[src/rtl/ex_issue_stage_if.sv]
`default_nettype none
// ============================================================================
// Module   : ex_issue_pkg / ex_issue_if
// Brief    : ALU opcode type and the decode/forward/ALU bundle of the ID/EX register
// Revision : 1.0 - initial release
// ============================================================================

package ex_issue_pkg;
    typedef enum logic [3:0] {
        ALU_ADD  = 4'd0,
        ALU_SUB  = 4'd1,
        ALU_AND  = 4'd2,
        ALU_OR   = 4'd3,
        ALU_XOR  = 4'd4,
        ALU_SLL  = 4'd5,
        ALU_SRL  = 4'd6,
        ALU_SRA  = 4'd7,
        ALU_SLT  = 4'd8,
        ALU_SLTU = 4'd9,
        ALU_MUL  = 4'd10
    } alu_op_t;
endpackage

interface ex_issue_if;
    import ex_issue_pkg::*;

    logic        id_valid;
    logic [31:0] id_pc;
    logic [4:0]  id_rs1_addr;
    logic [4:0]  id_rs2_addr;
    logic [31:0] id_rs1_data;
    logic [31:0] id_rs2_data;
    logic [31:0] id_imm;
    logic        id_use_pc;
    logic        id_use_imm;
    alu_op_t     id_alu_op;
    logic        id_alu_inv_res;
    logic [4:0]  id_rd_addr;
    logic        id_reg_write;
    logic        mem_fwd_we;
    logic [4:0]  mem_fwd_rd;
    logic [31:0] mem_fwd_data;
    logic        wb_fwd_we;
    logic [4:0]  wb_fwd_rd;
    logic [31:0] wb_fwd_data;
    logic        alu_insert_bubble;
    logic        flush;
    logic [31:0] left_operand;
    logic [31:0] right_operand;
    alu_op_t     alu_op;
    logic        alu_inv_res;
    logic        ex_valid;
    logic [4:0]  ex_rd_addr;
    logic        ex_reg_write;
    logic [31:0] ex_store_data;
    logic        id_stall;

    modport slave (
        input  id_valid, id_pc, id_rs1_addr, id_rs2_addr, id_rs1_data, id_rs2_data,
               id_imm, id_use_pc, id_use_imm, id_alu_op, id_alu_inv_res, id_rd_addr,
               id_reg_write, mem_fwd_we, mem_fwd_rd, mem_fwd_data, wb_fwd_we,
               wb_fwd_rd, wb_fwd_data, alu_insert_bubble, flush,
        output left_operand, right_operand, alu_op, alu_inv_res, ex_valid,
               ex_rd_addr, ex_reg_write, ex_store_data, id_stall
    );

    modport master (
        output id_valid, id_pc, id_rs1_addr, id_rs2_addr, id_rs1_data, id_rs2_data,
               id_imm, id_use_pc, id_use_imm, id_alu_op, id_alu_inv_res, id_rd_addr,
               id_reg_write, mem_fwd_we, mem_fwd_rd, mem_fwd_data, wb_fwd_we,
               wb_fwd_rd, wb_fwd_data, alu_insert_bubble, flush,
        input  left_operand, right_operand, alu_op, alu_inv_res, ex_valid,
               ex_rd_addr, ex_reg_write, ex_store_data, id_stall
    );
endinterface

`default_nettype wire

[src/rtl/ex_issue_stage.sv]
`default_nettype none
// ============================================================================
// Module   : ex_issue_stage
// Brief    : ID/EX register feeding the ALU; forwards at capture, freezes on ALU bubbles
// Revision : 1.0 - initial release
// ============================================================================

module ex_issue_stage
    import ex_issue_pkg::*;
#(
    parameter int STALL_CNT_W = 16
) (
    input  wire logic                   clk,
    input  wire logic                   rst,
    ex_issue_if.slave                   bus,
    output logic [STALL_CNT_W-1:0]      stall_cycles
);

    logic [31:0] r_rs1_val;
    logic [31:0] r_rs2_val;
    logic [31:0] r_pc;
    logic [31:0] r_imm;
    logic        r_use_pc;
    logic        r_use_imm;
    alu_op_t     r_alu_op;
    logic        r_inv_res;
    logic        r_valid;
    logic [4:0]  r_rd_addr;
    logic        r_reg_write;
    logic [STALL_CNT_W-1:0] r_stall_cnt;

    logic [31:0] w_rs1_fwd;
    logic [31:0] w_rs2_fwd;

    // MEM is younger than WB, so it is checked first.
    function automatic logic [31:0] fwd_sel(
        input logic [4:0]  addr,
        input logic [31:0] rf_data,
        input logic        mem_we,
        input logic [4:0]  mem_rd,
        input logic [31:0] mem_data,
        input logic        wb_we,
        input logic [4:0]  wb_rd,
        input logic [31:0] wb_data
    );
        logic [31:0] v;
        if (addr == 5'd0)
            v = 32'd0;
        else if (mem_we && (mem_rd == addr))
            v = mem_data;
        else if (wb_we && (wb_rd == addr))
            v = wb_data;
        else
            v = rf_data;
        return v;
    endfunction

    always_comb begin
        w_rs1_fwd = fwd_sel(bus.id_rs1_addr, bus.id_rs1_data,
                            bus.mem_fwd_we, bus.mem_fwd_rd, bus.mem_fwd_data,
                            bus.wb_fwd_we, bus.wb_fwd_rd, bus.wb_fwd_data);
        w_rs2_fwd = fwd_sel(bus.id_rs2_addr, bus.id_rs2_data,
                            bus.mem_fwd_we, bus.mem_fwd_rd, bus.mem_fwd_data,
                            bus.wb_fwd_we, bus.wb_fwd_rd, bus.wb_fwd_data);
    end

    // Flush beats the bubble hold so a redirect squashes a stalled MUL at once.
    always_ff @(posedge clk or negedge rst) begin
        if (!rst) begin
            r_valid     <= 1'b0;
            r_reg_write <= 1'b0;
            r_rd_addr   <= 5'd0;
            r_rs1_val   <= 32'd0;
            r_rs2_val   <= 32'd0;
            r_pc        <= 32'd0;
            r_imm       <= 32'd0;
            r_use_pc    <= 1'b0;
            r_use_imm   <= 1'b0;
            r_alu_op    <= ALU_ADD;
            r_inv_res   <= 1'b0;
        end else if (bus.flush || (!bus.alu_insert_bubble && !bus.id_valid)) begin
            r_valid     <= 1'b0;
            r_reg_write <= 1'b0;
            r_rd_addr   <= 5'd0;
            r_rs1_val   <= 32'd0;
            r_rs2_val   <= 32'd0;
            r_pc        <= 32'd0;
            r_imm       <= 32'd0;
            r_use_pc    <= 1'b0;
            r_use_imm   <= 1'b0;
            r_alu_op    <= ALU_ADD;
            r_inv_res   <= 1'b0;
        end else if (!bus.alu_insert_bubble) begin
            r_valid     <= 1'b1;
            r_reg_write <= bus.id_reg_write;
            r_rd_addr   <= bus.id_rd_addr;
            r_rs1_val   <= w_rs1_fwd;
            r_rs2_val   <= w_rs2_fwd;
            r_pc        <= bus.id_pc;
            r_imm       <= bus.id_imm;
            r_use_pc    <= bus.id_use_pc;
            r_use_imm   <= bus.id_use_imm;
            r_alu_op    <= bus.id_alu_op;
            r_inv_res   <= bus.id_alu_inv_res;
        end
    end

    always_ff @(posedge clk or negedge rst) begin
        if (!rst)
            r_stall_cnt <= '0;
        else if (bus.alu_insert_bubble && (r_stall_cnt != {STALL_CNT_W{1'b1}}))
            r_stall_cnt <= r_stall_cnt + 1'b1;
    end

    assign bus.left_operand  = r_use_pc  ? r_pc  : r_rs1_val;
    assign bus.right_operand = r_use_imm ? r_imm : r_rs2_val;
    assign bus.ex_store_data = r_rs2_val;
    assign bus.alu_op        = r_alu_op;
    assign bus.alu_inv_res   = r_inv_res;
    assign bus.ex_valid      = r_valid;
    assign bus.ex_rd_addr    = r_rd_addr;
    assign bus.ex_reg_write  = r_reg_write & r_valid;
    assign bus.id_stall      = bus.alu_insert_bubble;
    assign stall_cycles      = r_stall_cnt;

endmodule

`default_nettype wire

[src/flat_wrapper.sv]
// flat-port wrapper written by rule: the top's interface ports become plain ports
module ex_issue_stage_flat import ex_issue_pkg::*;
#(
    parameter int STALL_CNT_W = 16
)
  (clk, rst, stall_cycles, bus_id_valid, bus_id_pc, bus_id_rs1_addr, bus_id_rs2_addr, bus_id_rs1_data, bus_id_rs2_data, bus_id_imm, bus_id_use_pc, bus_id_use_imm, bus_id_alu_op, bus_id_alu_inv_res, bus_id_rd_addr, bus_id_reg_write, bus_mem_fwd_we, bus_mem_fwd_rd, bus_mem_fwd_data, bus_wb_fwd_we, bus_wb_fwd_rd, bus_wb_fwd_data, bus_alu_insert_bubble, bus_flush, bus_left_operand, bus_right_operand, bus_alu_op, bus_alu_inv_res, bus_ex_valid, bus_ex_rd_addr, bus_ex_reg_write, bus_ex_store_data, bus_id_stall);
  ex_issue_if bus_i ();
  input  wire logic clk;
  input  wire logic rst;
  output logic [STALL_CNT_W-1:0] stall_cycles;
  input wire logic [$bits(bus_i.id_valid)-1:0] bus_id_valid;
  input wire logic [$bits(bus_i.id_pc)-1:0] bus_id_pc;
  input wire logic [$bits(bus_i.id_rs1_addr)-1:0] bus_id_rs1_addr;
  input wire logic [$bits(bus_i.id_rs2_addr)-1:0] bus_id_rs2_addr;
  input wire logic [$bits(bus_i.id_rs1_data)-1:0] bus_id_rs1_data;
  input wire logic [$bits(bus_i.id_rs2_data)-1:0] bus_id_rs2_data;
  input wire logic [$bits(bus_i.id_imm)-1:0] bus_id_imm;
  input wire logic [$bits(bus_i.id_use_pc)-1:0] bus_id_use_pc;
  input wire logic [$bits(bus_i.id_use_imm)-1:0] bus_id_use_imm;
  input wire logic [$bits(bus_i.id_alu_op)-1:0] bus_id_alu_op;
  input wire logic [$bits(bus_i.id_alu_inv_res)-1:0] bus_id_alu_inv_res;
  input wire logic [$bits(bus_i.id_rd_addr)-1:0] bus_id_rd_addr;
  input wire logic [$bits(bus_i.id_reg_write)-1:0] bus_id_reg_write;
  input wire logic [$bits(bus_i.mem_fwd_we)-1:0] bus_mem_fwd_we;
  input wire logic [$bits(bus_i.mem_fwd_rd)-1:0] bus_mem_fwd_rd;
  input wire logic [$bits(bus_i.mem_fwd_data)-1:0] bus_mem_fwd_data;
  input wire logic [$bits(bus_i.wb_fwd_we)-1:0] bus_wb_fwd_we;
  input wire logic [$bits(bus_i.wb_fwd_rd)-1:0] bus_wb_fwd_rd;
  input wire logic [$bits(bus_i.wb_fwd_data)-1:0] bus_wb_fwd_data;
  input wire logic [$bits(bus_i.alu_insert_bubble)-1:0] bus_alu_insert_bubble;
  input wire logic [$bits(bus_i.flush)-1:0] bus_flush;
  output wire logic [$bits(bus_i.left_operand)-1:0] bus_left_operand;
  output wire logic [$bits(bus_i.right_operand)-1:0] bus_right_operand;
  output wire logic [$bits(bus_i.alu_op)-1:0] bus_alu_op;
  output wire logic [$bits(bus_i.alu_inv_res)-1:0] bus_alu_inv_res;
  output wire logic [$bits(bus_i.ex_valid)-1:0] bus_ex_valid;
  output wire logic [$bits(bus_i.ex_rd_addr)-1:0] bus_ex_rd_addr;
  output wire logic [$bits(bus_i.ex_reg_write)-1:0] bus_ex_reg_write;
  output wire logic [$bits(bus_i.ex_store_data)-1:0] bus_ex_store_data;
  output wire logic [$bits(bus_i.id_stall)-1:0] bus_id_stall;
  assign bus_i.id_valid = bus_id_valid;
  assign bus_i.id_pc = bus_id_pc;
  assign bus_i.id_rs1_addr = bus_id_rs1_addr;
  assign bus_i.id_rs2_addr = bus_id_rs2_addr;
  assign bus_i.id_rs1_data = bus_id_rs1_data;
  assign bus_i.id_rs2_data = bus_id_rs2_data;
  assign bus_i.id_imm = bus_id_imm;
  assign bus_i.id_use_pc = bus_id_use_pc;
  assign bus_i.id_use_imm = bus_id_use_imm;
  assign bus_i.id_alu_op = bus_id_alu_op;
  assign bus_i.id_alu_inv_res = bus_id_alu_inv_res;
  assign bus_i.id_rd_addr = bus_id_rd_addr;
  assign bus_i.id_reg_write = bus_id_reg_write;
  assign bus_i.mem_fwd_we = bus_mem_fwd_we;
  assign bus_i.mem_fwd_rd = bus_mem_fwd_rd;
  assign bus_i.mem_fwd_data = bus_mem_fwd_data;
  assign bus_i.wb_fwd_we = bus_wb_fwd_we;
  assign bus_i.wb_fwd_rd = bus_wb_fwd_rd;
  assign bus_i.wb_fwd_data = bus_wb_fwd_data;
  assign bus_i.alu_insert_bubble = bus_alu_insert_bubble;
  assign bus_i.flush = bus_flush;
  assign bus_left_operand = bus_i.left_operand;
  assign bus_right_operand = bus_i.right_operand;
  assign bus_alu_op = bus_i.alu_op;
  assign bus_alu_inv_res = bus_i.alu_inv_res;
  assign bus_ex_valid = bus_i.ex_valid;
  assign bus_ex_rd_addr = bus_i.ex_rd_addr;
  assign bus_ex_reg_write = bus_i.ex_reg_write;
  assign bus_ex_store_data = bus_i.ex_store_data;
  assign bus_id_stall = bus_i.id_stall;
  ex_issue_stage #(.STALL_CNT_W(STALL_CNT_W)) u_core (.clk(clk), .rst(rst), .bus(bus_i), .stall_cycles(stall_cycles));
endmodule
[config.mk]
export PLATFORM = sky130hd
export DESIGN_NAME = ex_issue_stage_flat
export DESIGN_NICKNAME = d
export VERILOG_FILES = /design/src/rtl/ex_issue_stage_if.sv /design/src/rtl/ex_issue_stage.sv /design/src/flat_wrapper.sv
export SDC_FILE = /design/constraint.sdc
export NUM_CORES = 1
export LEC_CHECK = 0
export BUFFER_PORTS_ARGS = -buffer_cell sky130_fd_sc_hd__buf_2
export CELL_PAD_IN_SITES_DETAIL_PLACEMENT = 1
export CELL_PAD_IN_SITES_GLOBAL_PLACEMENT = 2
export CORE_ASPECT_RATIO = 0.6
export CORE_MARGIN = 2
export CORE_UTILIZATION = 28
export DETAILED_ROUTE_END_ITERATION = 10
export GPL_TIMING_DRIVEN = 1
export MAX_ROUTING_LAYER = met4
export PLACE_DENSITY_LB_ADDON = 0.1
export SLEW_MARGIN = 20
export SYNTH_ARGS = -nofsm -noshare
export SYNTH_HDL_FRONTEND = slang
export SYNTH_SLANG_ARGS = --single-unit
[constraint.sdc]
create_clock -name clk -period 2.36 [get_ports clk]
set_clock_uncertainty 0.15 [all_clocks]
set_input_delay 0.118 -clock clk [delete_from_list [all_inputs] [get_ports clk]]
set_output_delay 0.118 -clock clk [all_outputs]
set_load 0.005 [all_outputs]
# Word level (Yosys, flattened, before mapping)
# Cells that the tools add are included.
# W data, S select, Z words.
[totals] out_inout_bits=125 regBits=158 wordCells=61 input_bits=232
[classes] mux=30 n_bitwise=1 n_reduce_logical=11 eq_ne=6 n_addsub=1
[ops] operator="$mux W32" count=16
[ops] operator="$eq A5 B5 Y1" count=4
[ops] operator="$add A16 B1 Y16 const B" count=1
[ops] operator="$ne A16 B16 Y1 const B" count=1
[ops] operator="$logic_not A5 Y1" count=2
[ops] operator="$mux W1" count=10
[ops] operator="$mux W5" count=2
[ops] operator="$mux W4" count=2
[ops] operator="$logic_and A1 B1 Y1" count=6
[ops] operator="$logic_not A1 Y1" count=2
[ops] operator="$ne A2 B1 Y1 const B" count=1
[ops] operator="$and A1 B1 Y1" count=1
[ops] operator="$logic_or A1 B1 Y1" count=1

# Depth between registers and ports, before layout
[logic_depth] ltp_word=7 depth_mapped=7 mapped_depth_nobuf=6

# Worst setup path before layout
# OpenSTA, ideal clock, no wires.
[synth_timing] kind="reg-to-reg" startpoint="register u_core.r_stall_cnt[0] (netlist: u_core.stall_cycles[0])" endpoint="register u_core.r_stall_cnt[15] (netlist: u_core.stall_cycles[15])" setup_time_ns=0.124 path_buffers=0 period_less_slack_ns=1.907 slack_ns=0.453 arrival_ns=1.633 t_required_ns=2.086 path_stages_with_launch=7 cell_sequence="dfrtp_1 -> ha_1 -> and3_1 -> nor3b_1 -> nor4bb_1 -> nand4_1 -> xnor2_1"
[synth_via] elab_chain_cells=2 elab_cells_between_ends=3 cone_classes="1 x add/sub; 1 x eq/ne; 1 x reduce/logical"
[synth_rtl] element="start, declared" line_no="ex_issue_stage.sv:30" text="logic [STALL_CNT_W-1:0] r_stall_cnt;"
[synth_rtl] element="start signal, assigned" line_no="ex_issue_stage.sv:112" text="r_stall_cnt <= r_stall_cnt + 1'b1;"
[synth_rtl] element="parallel branches: the longest is 2 deep, another holds $add A16 B1 Y16"
# Parallel ways; which one is timed is not known.
# A chain may end at the register's enable or synchronous reset.

# Worst setup path after layout
[layout_timing] startpoint="input bus_flush" endpoint="register u_core.r_rs2_val[14] (netlist: u_core.bus.ex_store_data[14])"
[layout_via] elab_chain_cells=2 elab_cells_between_ends=3 cone_classes="1 x eq/ne; 1 x mux; 1 x reduce/logical"
[layout_rtl] element="start, declared" line_no="flat_wrapper.sv:31" text="input wire logic [$bits(bus_i.flush)-1:0] bus_flush;"
[layout_rtl] element="$logic_or A1 B1 Y1 (*)" line_no="ex_issue_stage.sv:81" text="end else if (bus.flush || (!bus.alu_insert_bubble && !bus.id_valid)) begin"
[layout_rtl] element="$ne A2 B1 Y1 (no line) or $mux W32 (tied branches)"
[layout_rtl] element="end signal, assigned" line_no="ex_issue_stage.sv:98" text="r_rs2_val <= w_rs2_fwd;"
[layout_rtl] element="end, declared" line_no="ex_issue_stage.sv:20" text="logic [31:0] r_rs2_val;"
# Mark *: on every way between the ends. The rest lies on a longest branch, timed or not.

==> impl_metrics.csv <==
group,metric,value,unit
critical_path,worstReg2RegStart,"u_core.stall_cycles[0]",
route,via_per_inst,5.04,
status,status,"complete, no violations",
grt,grt_max_degree,79,
logic_synthesis,netlist-cell-type-count,36,
critical_path,crit_family,"buffers and inverters",
logic_synthesis,synth_warnings,0,
place,hpwl,24700,um
critical_path,crit_path_cell_trace,"dlygate4sd3_1, buf_2, nor2_4, o21a_1, buf_6, o21ai_0, o21ai_1, dlygate4sd3_1",
critical_path,cp-end-kind,"flop",
clock_network,cts_sinks,158,
place,io_buffers,356,
critical_path,crit_top_cell,"dlygate4sd3_1",
sta,worstMarginPinSlew,830,ps
layout,final_area,13100,um2
logic_synthesis,ys_seq_area_share,49.1,%
critical_path,r2r_end,"u_core.stall_cycles[1]",
route,drc_errors,0,
power,powerDensity,533,nW/um2
clock_network,clock_latency,440,ps
clock_network,cts_tree,"built",
sta,post-route-period-util,93.6,%
power,peakVddDrop,0.000408,V
floorplan,start_util,28.2,%
hold_path,worstHoldEndpoint,"u_core.r_rs1_val[19]",
grt,grt_pass1_wl,55900,um
sta,drv_slew,0,
sta,min_period,2210,ps
layout,postLayoutCoreUtil,46.0,%
floorplan,core_area,28500,um2
floorplan,rows,48,
layout,fill_cells,3232,
floorplan,die_h,135,um
logic_synthesis,synth.avg_cell_area,10.7,um2
place,dpl_cell_area,10400,um2
sta,max_freq,453,MHz
sta,hold_viol_final,0,
critical_path,crit_type,"primary input to flop",
sta,setup_violations,0,
critical_path,slowest_delay,560,ps
clock_network,h-tree-depth,4,
route,drt-initial-drc-count,525,
layout,syn_to_final_growth,63.1,%
logic_synthesis,syn_nets,985,
route,vias,8472,
clock_network,cts_made_buffers,17,
place,routabilityCongestion,0.800,
logic_synthesis,synth_area,8050,um2
grt,first_global_vias,9329,
floorplan,dieArea,30200,um2
sta,rsz0062_at_grt,"no",
hold_path,hp-class,"primary input to flop",
critical_path,cp_data_required_time,2590,ps
critical_path,cp_data_arrival_time,2440,ps
floorplan,die_width,223,um
clock_network,clock_path_buffers,2,
route,firstDrtPassIters,5,
critical_path,crit_slowest_cell,"dlygate4sd3_1",
route,avgRoutedWirePerCell,21.7,um
logic_synthesis,synth_seq_cells,158,
job,maxCapViolCount,0,
grt,overflow,0,
critical_path,cp_num_buf_inv,4,
route,ant_nets,0,
critical_path,worstRegToRegCells,5,
clock_network,cts.clk_slew.worst_paths,60,ps
layout,finalNetCount,1527,
clock_network,cts_root_buf,"clkbuf_16",
grt,antenna_found_initial,1,
power,leakagePower,6.38,nW
critical_path,r2r_slack,320,ps
hold_path,hp-start,"bus_wb_fwd_data[19]",
sta,max_slew_margin,44.6,%
grt,gr-usage-all-layers,25.1,%
critical_path,start_kind,"primary input",
critical_path,path_max_fanout,18,
hold_path,hold_depth,4,
floorplan,boundaryPins,357,
layout,layout-drive-gt1-share,39.4,%
route,wl,36500,um
logic_synthesis,synthCells,752,
[where the power goes]
| part | switching, W | internal, W |
|---|---|---|
| Combinational | 0.000616 | 0.000771 |
| Clock | 0.00117 | 0.00145 |
| Sequential | 0.000143 | 0.00286 |
[cell usage in the layout, fill, tap and decap left out, types with 3 or more instances in the layout]
master and instances:
and3_1 5, buf_2 355, nand3_1 7, dlygate4sd3_1 206, nor2_1 34, and2_1 33
nand4_1 8, o31ai_1 32, nand2b_1 3, xor2_1 7, a221oi_2 20, o21ai_0 35
mux2_2 66, clkbuf_16 17, dfrtp_1 156, xnor2_1 25, buf_4 14, nand2_1 72
a22o_1 77, o21ai_1 29, nor2_4 3, clkinv_2 7, a221oi_1 44, buf_12 11
buf_6 5
[flip-flops by register name, summed over array words and instances, names as in the netlist]
signal	flops
u_core.r_rs1_val	32
u_core.r_use_pc	1
u_core.bus.ex_store_data	32
u_core.bus.alu_op	4
u_core.r_imm	32
u_core.stall_cycles	16
u_core.r_reg_write	1
u_core.bus.alu_inv_res	1
u_core.r_use_imm	1
u_core.r_pc	32
u_core.bus.ex_valid	1
u_core.bus.ex_rd_addr	5
[logic make-up after synthesis]
group,count (synthesis),share of synthesized area [%]
flip-flops,158,49.1
AND/OR/NAND/NOR,179,10.6
buffers and inverters,72,4.09
adder cells (fa/ha/maj),1,0.155
XOR/XNOR,32,3.48
multiplexers,66,9.23
AO/OA/AOI/OAI,244,23.4
[per-stage QoR]
stage / setup TNS [ps] / power (W) / hold slack (ps) / setup slack [ps] / cells
4_1_cts: 0 / 0.00707 / 32.3 / 20.7 / 1677
2_1_floorplan: 0 / 0.00349 / -328 / 453 / 752
5_1_grt: 0 / 0.00733 / 79.7 / 17.3 / 1680
6_report: 0 / 0.00701 / 52.3 / 151 / 1681
3_3_place_gp: 0 / 0.00412 / 26.3 / 40.3 / 1442
3_5_place_dp: -28.5 / 0.00413 / 29.2 / -22.8 / 1442
[layer usage]
metal	global-route usage [%]	up-vias	routed length, um
li1	-	3906	-
met1	34.7	4299	17800
met2	38.3	238	16700
met3	4.60	29	1540
met4	6.08	0	420
met5	-	-	0
[area by class of cell]
| cell class | instances | area (um2) | share of cell area [%] |
|---|---|---|---|
| diodes | 2 | 5.00 | 0.0381 |
| inverters | 2 | 7.51 | 0.0572 |
| well taps | 375 | 469 | 3.57 |
| flip-flops and latches | 158 | 3960 | 30.1 |
| clock inverters | 9 | 72.6 | 0.552 |
| clock buffers | 20 | 447 | 3.40 |
| multi-input cells | 522 | 3920 | 29.8 |
| repair buffers | 593 | 4260 | 32.5 |
[tightest hold or removal path, cell delays in order]
cell,delay [ps]
buf_2,70
and2_1,130
a221oi_1,80
o31ai_1,210
[how the worst max path moves through the flow]
stage,startpoint,to,slack (ps),depth (start not counted)
2_1_floorplan,u_core.stall_cycles[0],u_core.stall_cycles[15],450,6
3_3_place_gp,bus_wb_fwd_rd[1],u_core.r_rs1_val[14],40,7
3_5_place_dp,bus_wb_fwd_rd[3],u_core.r_rs1_val[6],-20,7
4_1_cts,bus_wb_fwd_rd[3],u_core.r_rs1_val[10],20,8
5_1_grt,bus_flush,u_core.bus.ex_store_data[25],20,8
6_report,bus_flush,u_core.bus.ex_store_data[14],150,8
[synth_stat cells, drive strengths merged]
| master | n | share of area, % |
|---|---|---|
| nor2 | 37 | 1.7 |
| inv | 2 | 0.093 |
| nand4 | 8 | 0.62 |
| ha | 1 | 0.16 |
| a31oi | 1 | 0.078 |
| nor3 | 2 | 0.12 |
| nand3 | 7 | 0.44 |
| xnor2 | 25 | 2.7 |
| a221oi | 64 | 7.4 |
| o21a | 2 | 0.19 |
| nand2 | 72 | 3.4 |
| buf | 14 | 1.4 |
| a21oi | 2 | 0.12 |
| a22o | 77 | 8.4 |
| and3 | 5 | 0.39 |
| dfrtp | 158 | 49 |
| clkbuf | 56 | 2.6 |
| or4 | 4 | 0.37 |
| mux2 | 66 | 9.2 |
| a21boi | 1 | 0.14 |
| nor2b | 1 | 0.078 |
| o21ai | 65 | 4.0 |
| nor4bb | 1 | 0.12 |
| nand2b | 3 | 0.23 |
| xor2 | 7 | 0.76 |
| and2 | 33 | 2.6 |
| and4 | 2 | 0.22 |
| nor3b | 2 | 0.19 |
| o31ai | 32 | 3.0 |
| or2 | 2 | 0.16 |
[what timing repair did]
| action | 4_1_cts | 5_1_grt |
|---|---|---|
| hold endpoints to repair | 244 | 0 |
| resized for setup | 0 | 22 |
| setup buffers | 0 | 1 |
| hold buffers | 206 | 0 |
| setup endpoints to repair | 0 | 33 |
No activity file was read; power rests on OpenSTA's default activity.
